File: config.mk
export PLATFORM = sky130hd
export DESIGN_NAME = approx_mul_ha_pipe
export DESIGN_NICKNAME = d
export VERILOG_FILES = /design/src/rtl/approx_mul_pkg.sv /design/src/rtl/approx_ha_pair.sv /design/src/rtl/approx_mul_ha_pipe.sv
export SDC_FILE = /design/constraint.sdc
export NUM_CORES = 1
export LEC_CHECK = 0
export CORE_AREA = 2 2 111 113
export DETAILED_ROUTE_END_ITERATION = 12
export DIE_AREA = 0 0 113 115
export GPL_ROUTABILITY_DRIVEN = 0
export HOLD_SLACK_MARGIN = 0.02
export PLACE_DENSITY = 0.79
export SKIP_LAST_GASP = 1
export SYNTH_ARGS = -nofsm -noshare
export SYNTH_HDL_FRONTEND = slang
export SYNTH_HIERARCHICAL = 1
export SYNTH_SLANG_ARGS = --single-unit
export TNS_END_PERCENT = 50
File: constraint.sdc
create_clock -name clk -period 6.6 [get_ports clk]
set_input_delay 1.32 -clock clk [delete_from_list [all_inputs] [get_ports clk]]
set_output_delay 1.32 -clock clk [all_outputs]
set_load 0.02 [all_outputs]
File: src/rtl/approx_mul_pkg.sv
// Shared defaults and column-mode helper for the half-adder pairing multiplier.
// Row widths depend on the instance WIDTH, so the row typedefs live in the top.
package approx_mul_pkg;

    localparam int unsigned DEF_WIDTH       = 8;
    localparam int unsigned DEF_APPROX_COLS = 4;

    // A doubly-covered column is OR-summed (carry dropped) only in approximate
    // mode and only below the approximation boundary.
    function automatic logic col_is_approx(input int unsigned c,
                                           input logic        exact,
                                           input int unsigned approx_cols);
        return !exact && (c < approx_cols);
    endfunction

endpackage

File: src/rtl/approx_ha_pair.sv
// Combinational generator for one row pair (2*PAIR, 2*PAIR+1) of the partial-product array.
// Outputs are relative to absolute column 2*PAIR: t[j] has weight 2^(2*PAIR+j), b[j] has weight 2^(2*PAIR+j+2).
module approx_ha_pair
    import approx_mul_pkg::*;
#(
    parameter int unsigned WIDTH       = DEF_WIDTH,
    parameter int unsigned PAIR        = 0,
    parameter int unsigned APPROX_COLS = DEF_APPROX_COLS
) (
    input  logic [WIDTH-1:0] i_y,
    input  logic             i_x_lo,
    input  logic             i_x_hi,
    input  logic             i_exact,
    output logic [WIDTH:0]   o_t,
    output logic [WIDTH-2:0] o_b
);

    logic [WIDTH-1:0] w_a;
    logic [WIDTH-1:0] w_h;

    assign w_a = i_y & {WIDTH{i_x_lo}};
    assign w_h = i_y & {WIDTH{i_x_hi}};

    // Local column j (1..WIDTH-1) holds w_a[j] and w_h[j-1]; its carry lands in o_b[j-1].
    always_comb begin
        o_t        = '0;
        o_b        = '0;
        o_t[0]     = w_a[0];
        o_t[WIDTH] = w_h[WIDTH-1];
        for (int unsigned j = 1; j < WIDTH; j++) begin
            if (col_is_approx(2 * PAIR + j, i_exact, APPROX_COLS)) begin
                o_t[j] = w_a[j] | w_h[j-1];
            end else begin
                o_t[j]   = w_a[j] ^ w_h[j-1];
                o_b[j-1] = w_a[j] & w_h[j-1];
            end
        end
    end

endmodule

File: src/rtl/approx_mul_ha_pipe.sv
// Three-stage pipelined WIDTHxWIDTH unsigned approximate multiplier with valid/ready streaming.
// S1 operands, S2 half-adder pair rows, S3 final row sum; all stages advance together.
module approx_mul_ha_pipe
    import approx_mul_pkg::*;
#(
    parameter int unsigned WIDTH       = DEF_WIDTH,
    parameter int unsigned APPROX_COLS = DEF_APPROX_COLS
) (
    input  logic               clk,
    input  logic               rst,
    input  logic               in_valid,
    output logic               in_ready,
    input  logic [WIDTH-1:0]   in_x,
    input  logic [WIDTH-1:0]   in_y,
    input  logic               in_exact,
    output logic               out_valid,
    input  logic               out_ready,
    output logic [2*WIDTH-1:0] out_p,
    output logic               out_exact
);

    localparam int unsigned NPAIR = WIDTH / 2;
    localparam int unsigned PW    = 2 * WIDTH;

    typedef logic [WIDTH:0]   t_row;
    typedef logic [WIDTH-2:0] b_row;

    logic                  w_adv;

    logic                  r_s1_valid;
    logic [WIDTH-1:0]      r_s1_x;
    logic [WIDTH-1:0]      r_s1_y;
    logic                  r_s1_exact;

    t_row [NPAIR-1:0]      w_t;
    b_row [NPAIR-1:0]      w_b;

    logic                  r_s2_valid;
    t_row [NPAIR-1:0]      r_s2_t;
    b_row [NPAIR-1:0]      r_s2_b;
    logic                  r_s2_exact;

    logic [PW-1:0]         w_sum;

    logic                  r_s3_valid;
    logic [PW-1:0]         r_s3_p;
    logic                  r_s3_exact;

    // Only a stalled, occupied output stage blocks the pipe; bubbles are shifted, not collapsed.
    assign w_adv    = !(r_s3_valid && !out_ready);
    assign in_ready = w_adv;

    for (genvar k = 0; k < NPAIR; k++) begin : g_pair
        approx_ha_pair #(
            .WIDTH       (WIDTH),
            .PAIR        (k),
            .APPROX_COLS (APPROX_COLS)
        ) u_pair (
            .i_y     (r_s1_y),
            .i_x_lo  (r_s1_x[2*k]),
            .i_x_hi  (r_s1_x[2*k+1]),
            .i_exact (r_s1_exact),
            .o_t     (w_t[k]),
            .o_b     (w_b[k])
        );
    end

    always_comb begin
        w_sum = '0;
        for (int unsigned k = 0; k < NPAIR; k++) begin
            w_sum = w_sum + (PW'(r_s2_t[k]) << (2 * k))
                          + (PW'(r_s2_b[k]) << (2 * k + 2));
        end
    end

    // Data registers load only with a valid beat so out_p holds its last product across bubbles.
    always_ff @(posedge clk or posedge rst) begin
        if (rst) begin
            r_s1_valid <= 1'b0;
            r_s1_x     <= '0;
            r_s1_y     <= '0;
            r_s1_exact <= 1'b0;
            r_s2_valid <= 1'b0;
            r_s2_t     <= '0;
            r_s2_b     <= '0;
            r_s2_exact <= 1'b0;
            r_s3_valid <= 1'b0;
            r_s3_p     <= '0;
            r_s3_exact <= 1'b0;
        end else if (w_adv) begin
            r_s1_valid <= in_valid;
            if (in_valid) begin
                r_s1_x     <= in_x;
                r_s1_y     <= in_y;
                r_s1_exact <= in_exact;
            end
            r_s2_valid <= r_s1_valid;
            if (r_s1_valid) begin
                r_s2_t     <= w_t;
                r_s2_b     <= w_b;
                r_s2_exact <= r_s1_exact;
            end
            r_s3_valid <= r_s2_valid;
            if (r_s2_valid) begin
                r_s3_p     <= w_sum;
                r_s3_exact <= r_s2_exact;
            end
        end
    end

    assign out_valid = r_s3_valid;
    assign out_p     = r_s3_p;
    assign out_exact = r_s3_exact;

endmodule

======== Word-level counts from Yosys, hierarchy flattened ========
Cells that the tools add are included.
storage, ports and cells
  register bits ........................... 102
  bits of input ports ..................... 21
  output and inout bits ................... 19
  word-level logic and storage cells ...... 107
operators by class
  add/subtract/negate cells ............... 7
  mux-type cells .......................... 8
  bitwise operators ....................... 69
  reduce and logical (&&, ||, !) cells .... 6
operators by type and width
  kind                     count
  bitwise AND 8 bit        8
  bitwise AND 1 bit        28
  XOR 1 bit                28
  adder 15 x 15 -> 16 bit  1
  adder 16 x 15 -> 16 bit  1
  adder 14 x 13 -> 15 bit  1
  adder 13 x 13 -> 14 bit  1
  adder 12 x 11 -> 13 bit  1
  adder 10 x 11 -> 12 bit  1
  adder 9 x 9 -> 10 bit    1
  two-way mux 1 bit        8
  AND reduction 2 bit      3
  bitwise OR 1 bit         4
  logical NOT 1 bit        2
  logical AND 1 bit        1
  NOT 1 bit                1

======== Logic depth before layout (Yosys ltp) ========
Gate-level depths: netlist (run 1).
  depth after elaboration ................. 7
  mapped depth ............................ 15
  mapped depth without buffers ............ 15

======== Hierarchy ========
Netlist (run 1), hierarchy kept.
modules (own cells, without submodules)
  module                                 times used  cells each  area an instance (µm²)  sequential area each (µm²)
  approx_mul_ha_pipe                     1           416         5,424.0                 2,552.4
  approx_ha_pair (g_pair[2].u_pair ...)  2           23          187.7                   0.0
  approx_ha_pair (g_pair[0].u_pair)      1           41          285.3                   0.0
  approx_ha_pair (g_pair[1].u_pair)      1           29          237.7                   0.0

======== Worst setup path after synthesis (run 1) ========
OpenSTA, ideal clock, no wires.
  path kind ............................... register -> register
  start point ............................. register r_s2_t[6] (netlist name)
  end point ............................... register r_s3_p[14], in the netlist out_p[14]
  library setup time ...................... 0.069 ns
  arrival ................................. 3.810 ns
  required time ........................... 6.531 ns
  setup slack ............................. 2.721 ns
  stages on the path, launching flop included .. 16
  path buffers ............................ 0
  clock period less this slack ............ 3.879 ns
  cells stage by stage .................... dfrtp_1 > inv_1 > fa_1 > inv_1 > fa_1 > inv_1 > fa_1 > inv_1 > ha_1 > ha_1 > fa_1 > a21o_1 > a21oi_1 > o21ai_0 > a31o_2 > nand3_1
on the way
  longest elaborated chain between the ends .. 7
ends and longest elaborated chain
  element                  line                       text
  start, declared          approx_mul_ha_pipe.sv:39   t_row [NPAIR-1:0] r_s2_t;
  start signal, assigned   approx_mul_ha_pipe.sv:99   r_s2_t <= w_t;
  adder 9 x 9 -> 10 bit    approx_mul_ha_pipe.sv:72   + (PW'(r_s2_b[k]) << (2 * k + 2));
  adder 10 x 11 -> 12 bit  approx_mul_ha_pipe.sv:71   w_sum = w_sum + (PW'(r_s2_t[k]) << (2 * k))
  adder 12 x 11 -> 13 bit  approx_mul_ha_pipe.sv:72
  adder 13 x 13 -> 14 bit  approx_mul_ha_pipe.sv:71
  adder 14 x 13 -> 15 bit  approx_mul_ha_pipe.sv:72
  adder 15 x 15 -> 16 bit  approx_mul_ha_pipe.sv:71
  adder 16 x 15 -> 16 bit  approx_mul_ha_pipe.sv:72
  end signal, assigned     approx_mul_ha_pipe.sv:105  r_s3_p <= w_sum;
  end, declared            approx_mul_ha_pipe.sv:46   logic [PW-1:0] r_s3_p;
No other way between the ends.
A chain may end at the register's enable or synchronous reset.

======== Worst setup path in the final report (run 1) ========
  start point ............................. input out_ready
  end point ............................... output in_ready
on the way
  longest elaborated chain between the ends .. 3
ends and longest elaborated chain
  element            line                      text
  start, declared    approx_mul_ha_pipe.sv:17  input logic out_ready,
  logical NOT 1 bit  approx_mul_ha_pipe.sv:50  assign w_adv = !(r_s3_valid && !out_ready);
  logical AND 1 bit  approx_mul_ha_pipe.sv:50
  logical NOT 1 bit  approx_mul_ha_pipe.sv:50
  end, declared      approx_mul_ha_pipe.sv:12  output logic in_ready,
No other way between the ends.

==> impl_metrics.py, run 1 <==
metrics = {
    "floorplan": {
        "die_area_sq_um": 13000,
        "io_pins": 40,
        "core_sq_um": 11800,
        "die_w_microns": 113,
        "initial_core_util_pct": 53.5,
        "die_height_microns": 115,
        "rows": 40,
    },
    "sta": {
        "worst_slew_pin_slew_ns": 0.965,
        "setup_viol_count_final": 0,
        "max-slew-margin-rel_pct": 35.5,
        "fin_skew_ns": 0.0109,
        "hold_viol": 0,
        "worst_slack_ns": 2.42,
        "period_minus_slack_ns": 4.18,
        "fin_setup_tns_ns": 0,
        "fin_crit_sh_pct": 63.3,
        "fmax_mhz": 240,
        "hold-worst-slack_ns": 0.478,
        "final_max_slew_viol_count": 0,
        "rsz0062_at_grt": "no",
    },
    "clock_network": {
        "path_clk_slew_ns": 0.06,
        "ctsHoldBuffers": 0,
        "clockBufferDepth": 2,
        "cts_setup_buffers": 0,
        "clock_latency_ns": 0.35,
        "cts-root-buf": "clkbuf_16",
        "cts_buffers": 9,
        "cts_tree": "done",
        "ctsResizeCount": 0,
        "h-tree-depth": 3,
        "clock-sinks": 102,
    },
    "grt": {
        "top_usage_layer": "met2",
        "grt_util_met2_pct": 32.5,
        "antenna_found_initial": 0,
        "met3_usage_pct": 4.32,
        "grt-ovfl-total": 0,
        "track_usage_pct": 19.9,
        "grt_pass1_vias": 3956,
        "gr-usage-met1_pct": 27.4,
        "grt_max_degree": 77,
        "grt_pass1_wl_microns": 20000,
    },
    "yosys": {
        "muxShareOfSynthArea_pct": 16.5,
        "yosys.area_share.simple_pct": 9.12,
        "netlist_top_cells_count": "102 x dfrtp_1, 94 x inv_1, 90 x mux2_2",
        "postSynthCellCount": 532,
        "synth-seq-area-share_pct": 40.4,
        "synth_nets": 650,
        "synth_ff_type": "dfrtp_1",
        "synth_most_common_cell": "dfrtp_1",
        "yosys_warnings": 6,
        "synth_compound_area_share_pct": 2.53,
        "synth_fa_ha_area_share_pct": 23.7,
        "postSynthAreaPerCell_sq_um": 11.9,
        "synth_seq_cells": 102,
        "synth-edff-count": 0,
        "syn_area_sq_um": 6320,
        "synth-xor-area-share_pct": 0.970,
        "synth_top_family_by_area": "adder cells",
        "synth_top_area_share_pct": 40.4,
        "synth_area_leaders": "dfrtp_1 40%, mux2_2 16%, fa_1 12%",
        "synth.distinct_cells": 32,
        "yosysTopAreaCell": "dfrtp_1",
        "synthArstFlopShare_pct": 100,
    },
    "routing": {
        "firstDrtPassIters": 8,
        "drtAntennaViolNets": 0,
        "wl_per_cell_microns": 16.3,
        "drc": 4,
        "drtIter0Drc": 227,
        "vias": 3779,
        "via_per_inst": 5.23,
        "routed_wl_microns": 11800,
    },
    "setup_path": {
        "criticalPathCategory": "in2out",
        "end_kind": "output port",
        "cp.arrival_ns": 2.86,
        "required_ns": 5.28,
        "start_kind": "input pin",
        "crit_path_max_fanout": 8,
    },
    "layout": {
        "layout.nets": 690,
        "fin_area_sq_um": 7100,
        "drive_gt1_share_pct": 21.7,
        "fillers": 955,
        "regArea_sq_um": 2550,
        "area_growth_pct": 12.3,
        "antenna_cells": 0,
        "multiInputGateArea_sq_um": 3340,
    },
    "flow_run": {
        "max_cap_viol_count": 0,
    },
    "run_status": {
        "violations": "design-rule violations",
        "status": "finished with violations",
    },
    "hold_path": {
        "hold_path_class": "reg2reg",
    },
    "placement": {
        "port_buffers": 39,
        "dp_worst_setup_slack_ns": 2.47,
        "dp_hpwl_microns": 8440,
        "post_dp_cell_area_sq_um": 6840,
    },
}
## cell usage in the layout (no fill, tap or decap), drive strengths merged, types with 4 or more instances in the layout
cell type,count
clkdlybuf4s50,39
inv,94
xnor2,4
fa,38
dfrtp,102
clkbuf,11
nand2,25
ha,59
mux2,90
o21ai,11
and2,61
a21oi,9
## sequential cells by signal (all words and copies together), names as in the netlist
name	count
out_exact	1
out_p	16
out_valid	1
r_s1_exact	1
r_s1_valid	1
r_s1_x	8
r_s1_y	8
r_s2_b	28
r_s2_exact	1
r_s2_t	36
r_s2_valid	1
## per-stage QoR
| stage | utilization (%) | std cells |
|---|---|---|
| 2_1_floorplan | - | 532 |
| 5_1_grt | 60.1 | 723 |
| 3_3_place_gp | 57.9 | 708 |
| 6_report | 60.1 | 723 |
| 3_5_place_dp | 57.9 | 708 |
| 4_1_cts | 60.1 | 723 |
## worst max-delay path, cell delays in order
cell             delay [ns]
clkdlybuf4s50_1        0.46
nand2b_1               0.38
clkdlybuf4s50_1        0.69
## cells by family (layout without fill, tap and decap cells)
group                    count (synthesis)  after routing
AO/OA/AOI/OAI                           27             27
multiplexers                            93             93
XOR/XNOR                                 7              7
flip-flops                             102            102
AND/OR/NAND/NOR                        100            100
buffers and inverters                  106            150
adder cells (fa/ha/maj)                 97             97
## worst paths after layout
| path | from | end | slack, ns | depth (start not counted) |
|---|---|---|---|---|
| hold / removal | out_p[2] | out_p[2] | 0.48 | 2 |
| setup reg to reg | r_s2_t[6] | out_p[14] | 2.54 | 15 |
| min in group asynchronous | rst | out_p[2] | 1.29 | 2 |
| max in group asynchronous | rst | r_s2_t[17] | 4.05 | 3 |
| hold reg to reg | out_p[2] | out_p[2] | 0.48 | 2 |
| setup / recovery | out_ready | in_ready | 2.42 | 3 |
## area by class of cell
cell class	instances	area share, %
Clock buffer	11	3.28
Tap cell	147	2.59
Sequential cell	102	36.0
Inverter	94	5.01
Multi-Input combinational cell	324	47.1
Timing Repair Buffer	41	5.71
Clock inverter	4	0.353
## layer usage
| metal | routed length (microns) | up-vias |
|---|---|---|
| met1 | 5540 | 1915 |
| li1 | - | 1789 |
| met5 | 0 | - |
| met3 | 437 | 10 |
| met2 | 5670 | 65 |
| met4 | 128 | 0 |
Power of run 1 is not shown: default switching activity piles up to over one toggle a cycle in this logic, so the estimate is an artifact.
==> inputs of run 2 (changes only) <==
- CORE_AREA: 2 2 111 113 -> 2 2 112 114
- DIE_AREA: 0 0 113 115 -> 0 0 114 116
- PLACE_DENSITY: 0.79 -> 0.81
- clock period: 6.6 -> 3.6 ns (I/O delays scaled with it)
==> run 2 against run 1 <==
Compared with the run above: the run ends with negative setup slack left; register-to-register slack worse by 2.7 ns; count of clock-buffer cells in the layout unchanged; sequential share of layout area fell by 1.5 points; hold slack about the same; critical path depth rose by 10; cell area grew 4.4%; setup slack got worse by 2.6 ns; flip-flop and latch count stayed put; global-route usage is 1.0 points higher; critical endpoint is now out_p[13]; largest cell class unchanged.
==> impl_metrics.py, run 2 (synthesized netlist as in run 1, its figures left out) <==
metrics = {
    "routing": {
        "drtIter0Drc": 211,
        "wl_per_cell_microns": 17.1,
        "drtAntennaViolNets": 0,
        "vias": 3872,
        "routed_wl_microns": 12600,
        "firstDrtPassIters": 4,
        "drc": 0,
        "via_per_inst": 5.24,
    },
    "hold_path": {
        "worstHoldStart": "out_p[9]",
        "whs_endpoint": "out_p[9]",
        "min_path_cells": 2,
        "hold_path_class": "reg2reg",
    },
    "layout": {
        "area_growth_pct": 17.2,
        "final_common_cell": "dfrtp_1",
        "antenna_cells": 0,
        "layout.nets": 705,
        "multiInputGateArea_sq_um": 3450,
        "fillers": 930,
        "largest-register": "r_s2_t",
        "layout_common_cells": "102 x dfrtp_1, 90 x mux2_2, 75 x inv_1",
        "final_core_util_pct": 62.2,
        "regArea_sq_um": 2550,
        "drive_gt1_share_pct": 30.1,
        "largest_reg_flops": 36,
    },
    "sta": {
        "period_minus_slack_ns": 3.75,
        "rsz0062_at_grt": "yes",
        "setup_viol_count_final": 6,
        "worst_slack_ns": -0.147,
        "worst_slew_pin_slew_ns": 0.648,
        "fmax_mhz": 267,
        "fin_crit_sh_pct": 104,
        "max-slew-margin-rel_pct": 56.8,
        "hold-worst-slack_ns": 0.479,
        "hold_viol": 0,
        "final_max_slew_viol_count": 0,
        "fin_skew_ns": 0.00773,
    },
    "floorplan": {
        "die_w_microns": 114,
        "initial_core_util_pct": 53.1,
        "rows": 40,
        "die_height_microns": 116,
        "core_sq_um": 11900,
        "die_area_sq_um": 13200,
        "io_pins": 40,
    },
    "setup_path": {
        "criticalPathCategory": "reg2reg",
        "rr_startpoint": "r_s2_b[12]",
        "regToRegSetupSlack_ns": -0.15,
        "crit_family": "adder cells",
        "required_ns": 3.81,
        "crit_top_cell": "fa_1",
        "ff2ff_path_depth": 13,
        "timing.critical_path.from": "r_s2_b[12]",
        "cpPeakStageDelay_ns": 0.53,
        "cp.arrival_ns": 3.96,
        "slowest_stage": "fa_1",
        "end_kind": "register",
        "path_cells": "fa_1, inv_1, fa_1, fa_1, fa_1, inv_1, ha_4, a21o_1, a21oi_2, buf_4, a21oi_2, mux2i_1, o311ai_1",
        "start_kind": "register",
        "r2r_end": "out_p[13]",
        "crit_path_max_fanout": 4,
        "path_buf_inv": 3,
    },
    "clock_network": {
        "cts_tree": "done",
        "ctsHoldBuffers": 0,
        "h-tree-depth": 3,
        "cts-root-buf": "clkbuf_16",
        "clockBufferDepth": 2,
        "clock-sinks": 102,
        "cts_buffers": 9,
        "path_clk_slew_ns": 0.07,
        "clock_latency_ns": 0.34,
    },
    "grt": {
        "antenna_found_initial": 0,
        "grt_max_degree": 67,
        "grt_pass1_wl_microns": 21300,
        "grt_pass1_vias": 4257,
        "track_usage_pct": 21.0,
        "grt-ovfl-total": 0,
    },
    "run_status": {
        "status": "finished with violations",
        "violations": "negative setup slack",
    },
    "placement": {
        "port_buffers": 39,
        "dp_hpwl_microns": 8920,
    },
    "flow_run": {
        "max_cap_viol_count": 0,
    },
}
[run 2: metal layers]
metal / up-vias / global-route usage (%) / share of wire [%]
met4: 0 / 6.67 / 0.88
met2: 74 / 34.9 / 50
met3: 6 / 3.82 / 4.3
li1: 1826 / - / -
met1: 1966 / 28.2 / 45
met5: - / 0 / 0
[run 2: worst max path at each step]
stage                     end  slack (ns)  depth (start not counted)
floorplan           out_p[15]        0.02                         12
global placement    out_p[12]       -0.11                         15
detailed placement  out_p[13]       -0.21                         14
CTS                 out_p[15]       -0.18                         14
global route        out_p[13]       -0.27                         14
finish              out_p[13]       -0.15                         13
[run 2: final cells by class]
class                   count  area share, %
inverters                  94           4.79
repair buffers             56           7.33
multi-input cells         324           46.6
clock buffers              11           3.27
clock inverters             5           1.10
flip-flops and latches    102           34.4
well taps                 147           2.48
[run 2: metrics by stage]
step	cell area [sq um]	std cells	setup slack (ns)	TNS, ns
after floorplan	6360	532	0.0230	0
after global placement	6960	715	-0.110	-0.353
after detailed placement	6960	715	-0.214	-0.805
after CTS	7350	735	-0.185	-0.682
after global routing	7410	739	-0.272	-1.48
final	7410	739	-0.147	-0.634
[run 2: worst min-delay path, cell delays in order (launching register included)]
cell and delay (ns):
dfrtp_1 0.34, nand2_1 0.05, o21ai_0 0.06
[run 2: repair_timing]
action	4_1_cts	5_1_grt
gates resized for setup	16	17
setup buffers	4	4
setup endpoints to repair	6	7
pin swaps	18	21
Power of run 2 is left out for the same reason.
==> inputs of run 3 (changes only) <==
- CELL_PAD_IN_SITES_DETAIL_PLACEMENT: not set -> 0
- CELL_PAD_IN_SITES_GLOBAL_PLACEMENT: not set -> 1
- CORE_AREA: 2 2 112 114 -> 2 2 123 125
- DIE_AREA: 0 0 114 116 -> 0 0 125 127
- PLACE_DENSITY: 0.81 -> 0.82
==> run 3 against run 2 <==
Compared with the run above: routed wire length shrank 5.0%; hold slack improved by 0.0050 ns; die area increased by 20%; critical endpoint is now out_p[15]; fmax is 0.27% lower; count of clock-buffer cells in the layout is the same; non-clock buffer count is 7 lower; register-to-register slack barely moved; the flow still finishes with violations (negative setup slack); sequential share of layout area increased by 0.32 points; global-route usage shrank 4.6 points; flip-flop and latch count unchanged; first-iteration DRC count is 35% lower; final cell count grew 4.1%.
==> impl_metrics.py, run 3 (synthesized netlist as in run 1, its figures left out) <==
metrics = {
    "run_status": {
        "status": "finished with violations",
        "violations": "negative setup slack",
    },
    "sta": {
        "period_minus_slack_ns": 3.76,
        "setup_viol_count_final": 6,
        "worst_slew_pin_slew_ns": 0.505,
        "hold_viol": 0,
        "worst_slack_ns": -0.157,
        "rsz0062_at_grt": "yes",
        "max-slew-margin-rel_pct": 66.3,
        "fin_crit_sh_pct": 104,
        "fin_skew_ns": 0.00733,
        "fmax_mhz": 266,
        "final_max_slew_viol_count": 0,
    },
    "routing": {
        "wl_per_cell_microns": 15.6,
        "vias": 3784,
        "drtAntennaViolNets": 0,
        "drtIter0Drc": 138,
        "drc": 0,
        "firstDrtPassIters": 4,
        "routed_wl_microns": 12000,
        "via_per_inst": 4.92,
    },
    "layout": {
        "layout.nets": 698,
        "fillers": 1287,
        "antenna_cells": 0,
        "final_common_cell": "dfrtp_1",
        "largest_reg_flops": 36,
        "fin_area_sq_um": 7340,
        "largest-register": "r_s2_t",
        "drive_gt1_share_pct": 27.5,
        "area_growth_pct": 16.2,
        "layout_common_cells": "102 x dfrtp_1, 90 x mux2_2, 83 x inv_1",
    },
    "placement": {
        "port_buffers": 39,
        "post_dp_cell_area_sq_um": 6990,
        "dp_hpwl_microns": 8730,
    },
    "clock_network": {
        "path_clk_slew_ns": 0.07,
        "clockBufferDepth": 2,
        "h-tree-depth": 3,
        "clock_latency_ns": 0.35,
        "cts-root-buf": "clkbuf_16",
        "cts_tree": "done",
        "cts_buffers": 9,
        "clock-sinks": 102,
    },
    "hold_path": {
        "hold_path_class": "reg2reg",
        "whs_endpoint": "out_p[2]",
        "worstHoldStart": "out_p[2]",
        "min_path_cells": 2,
    },
    "setup_path": {
        "rr_startpoint": "r_s2_b[22]",
        "required_ns": 3.82,
        "start_kind": "register",
        "regToRegSetupSlack_ns": -0.16,
        "criticalPathCategory": "reg2reg",
        "ff2ff_path_depth": 12,
        "r2r_end": "out_p[15]",
        "end_kind": "register",
        "cp.arrival_ns": 3.98,
        "crit_path_max_fanout": 4,
    },
    "grt": {
        "grt_pass1_vias": 3989,
        "track_usage_pct": 16.3,
        "grt_pass1_wl_microns": 20500,
        "antenna_found_initial": 0,
        "grt_max_degree": 70,
        "grt-ovfl-total": 0,
    },
    "floorplan": {
        "rows": 44,
        "die_area_sq_um": 15900,
        "initial_core_util_pct": 43.8,
        "core_sq_um": 14400,
        "die_w_microns": 125,
        "io_pins": 40,
        "die_height_microns": 127,
    },
    "flow_run": {
        "max_cap_viol_count": 0,
    },
}
==> run 3: final cells by class <==
class / count / area [sq um] / area share, %
Sequential cell: 102 / 2550 / 34.8
Clock buffer: 11 / 233 / 3.17
Tap cell: 184 / 230 / 3.13
Multi-Input combinational cell: 324 / 3460 / 47.1
Clock inverter: 5 / 35.0 / 0.477
Inverter: 94 / 355 / 4.84
Timing Repair Buffer: 49 / 478 / 6.51
==> run 3: what timing repair did <==
item | in CTS | in global routing
gates cloned | 0 | 0
buffers inserted | 0 | 1
gates resized for setup | 4 | 20
pin swaps | 4 | 25
hold buffers | 0 | 0
setup endpoints to repair | 7 | 7
hold endpoints to repair | 0 | 0
==> run 3: worst max path at each step <==
stage,from,end,slack (ns),cells past startpoint
2_1_floorplan,r_s2_b[12],out_p[15],0.02,12
3_3_place_gp,r_s2_t[13],out_p[13],-0.10,14
3_5_place_dp,r_s2_t[13],out_p[13],-0.22,14
4_1_cts,r_s2_t[28],out_p[13],-0.18,12
5_1_grt,r_s2_b[22],out_p[15],-0.33,12
6_report,r_s2_b[22],out_p[15],-0.16,12
==> run 3: routing by layer <==
metal | up-vias | track usage (%) | wire length [microns]
met1 | 1909 | 23.3 | 6040
met3 | 12 | 2.26 | 346
li1 | 1803 | - | -
met5 | - | 0 | 0
met4 | 0 | 6.47 | 235
met2 | 60 | 25.5 | 5400
==> run 3: per-stage QoR <==
stage	hold WS (ns)	utilization (%)	setup WS [ns]	TNS, ns	instances
after floorplan	0.451	-	0.0230	0	532
after detailed placement	0.474	48.5	-0.218	-0.704	752
after global placement	0.462	48.5	-0.103	-0.278	752
final	0.484	50.9	-0.157	-0.500	769
after global routing	0.508	50.9	-0.327	-1.57	769
after CTS	0.489	50.4	-0.176	-0.800	768
==> run 3: worst max-delay path, stage by stage (launching register included) <==
cell,delay (ns)
dfrtp_1,0.40
fa_1,0.56
inv_2,0.04
fa_1,0.52
fa_1,0.44
fa_1,0.53
inv_2,0.05
ha_4,0.22
a21o_1,0.16
a21oi_2,0.23
a21oi_2,0.10
o311ai_2,0.25
o211ai_1,0.12
Power of run 3 is left out for the same reason.
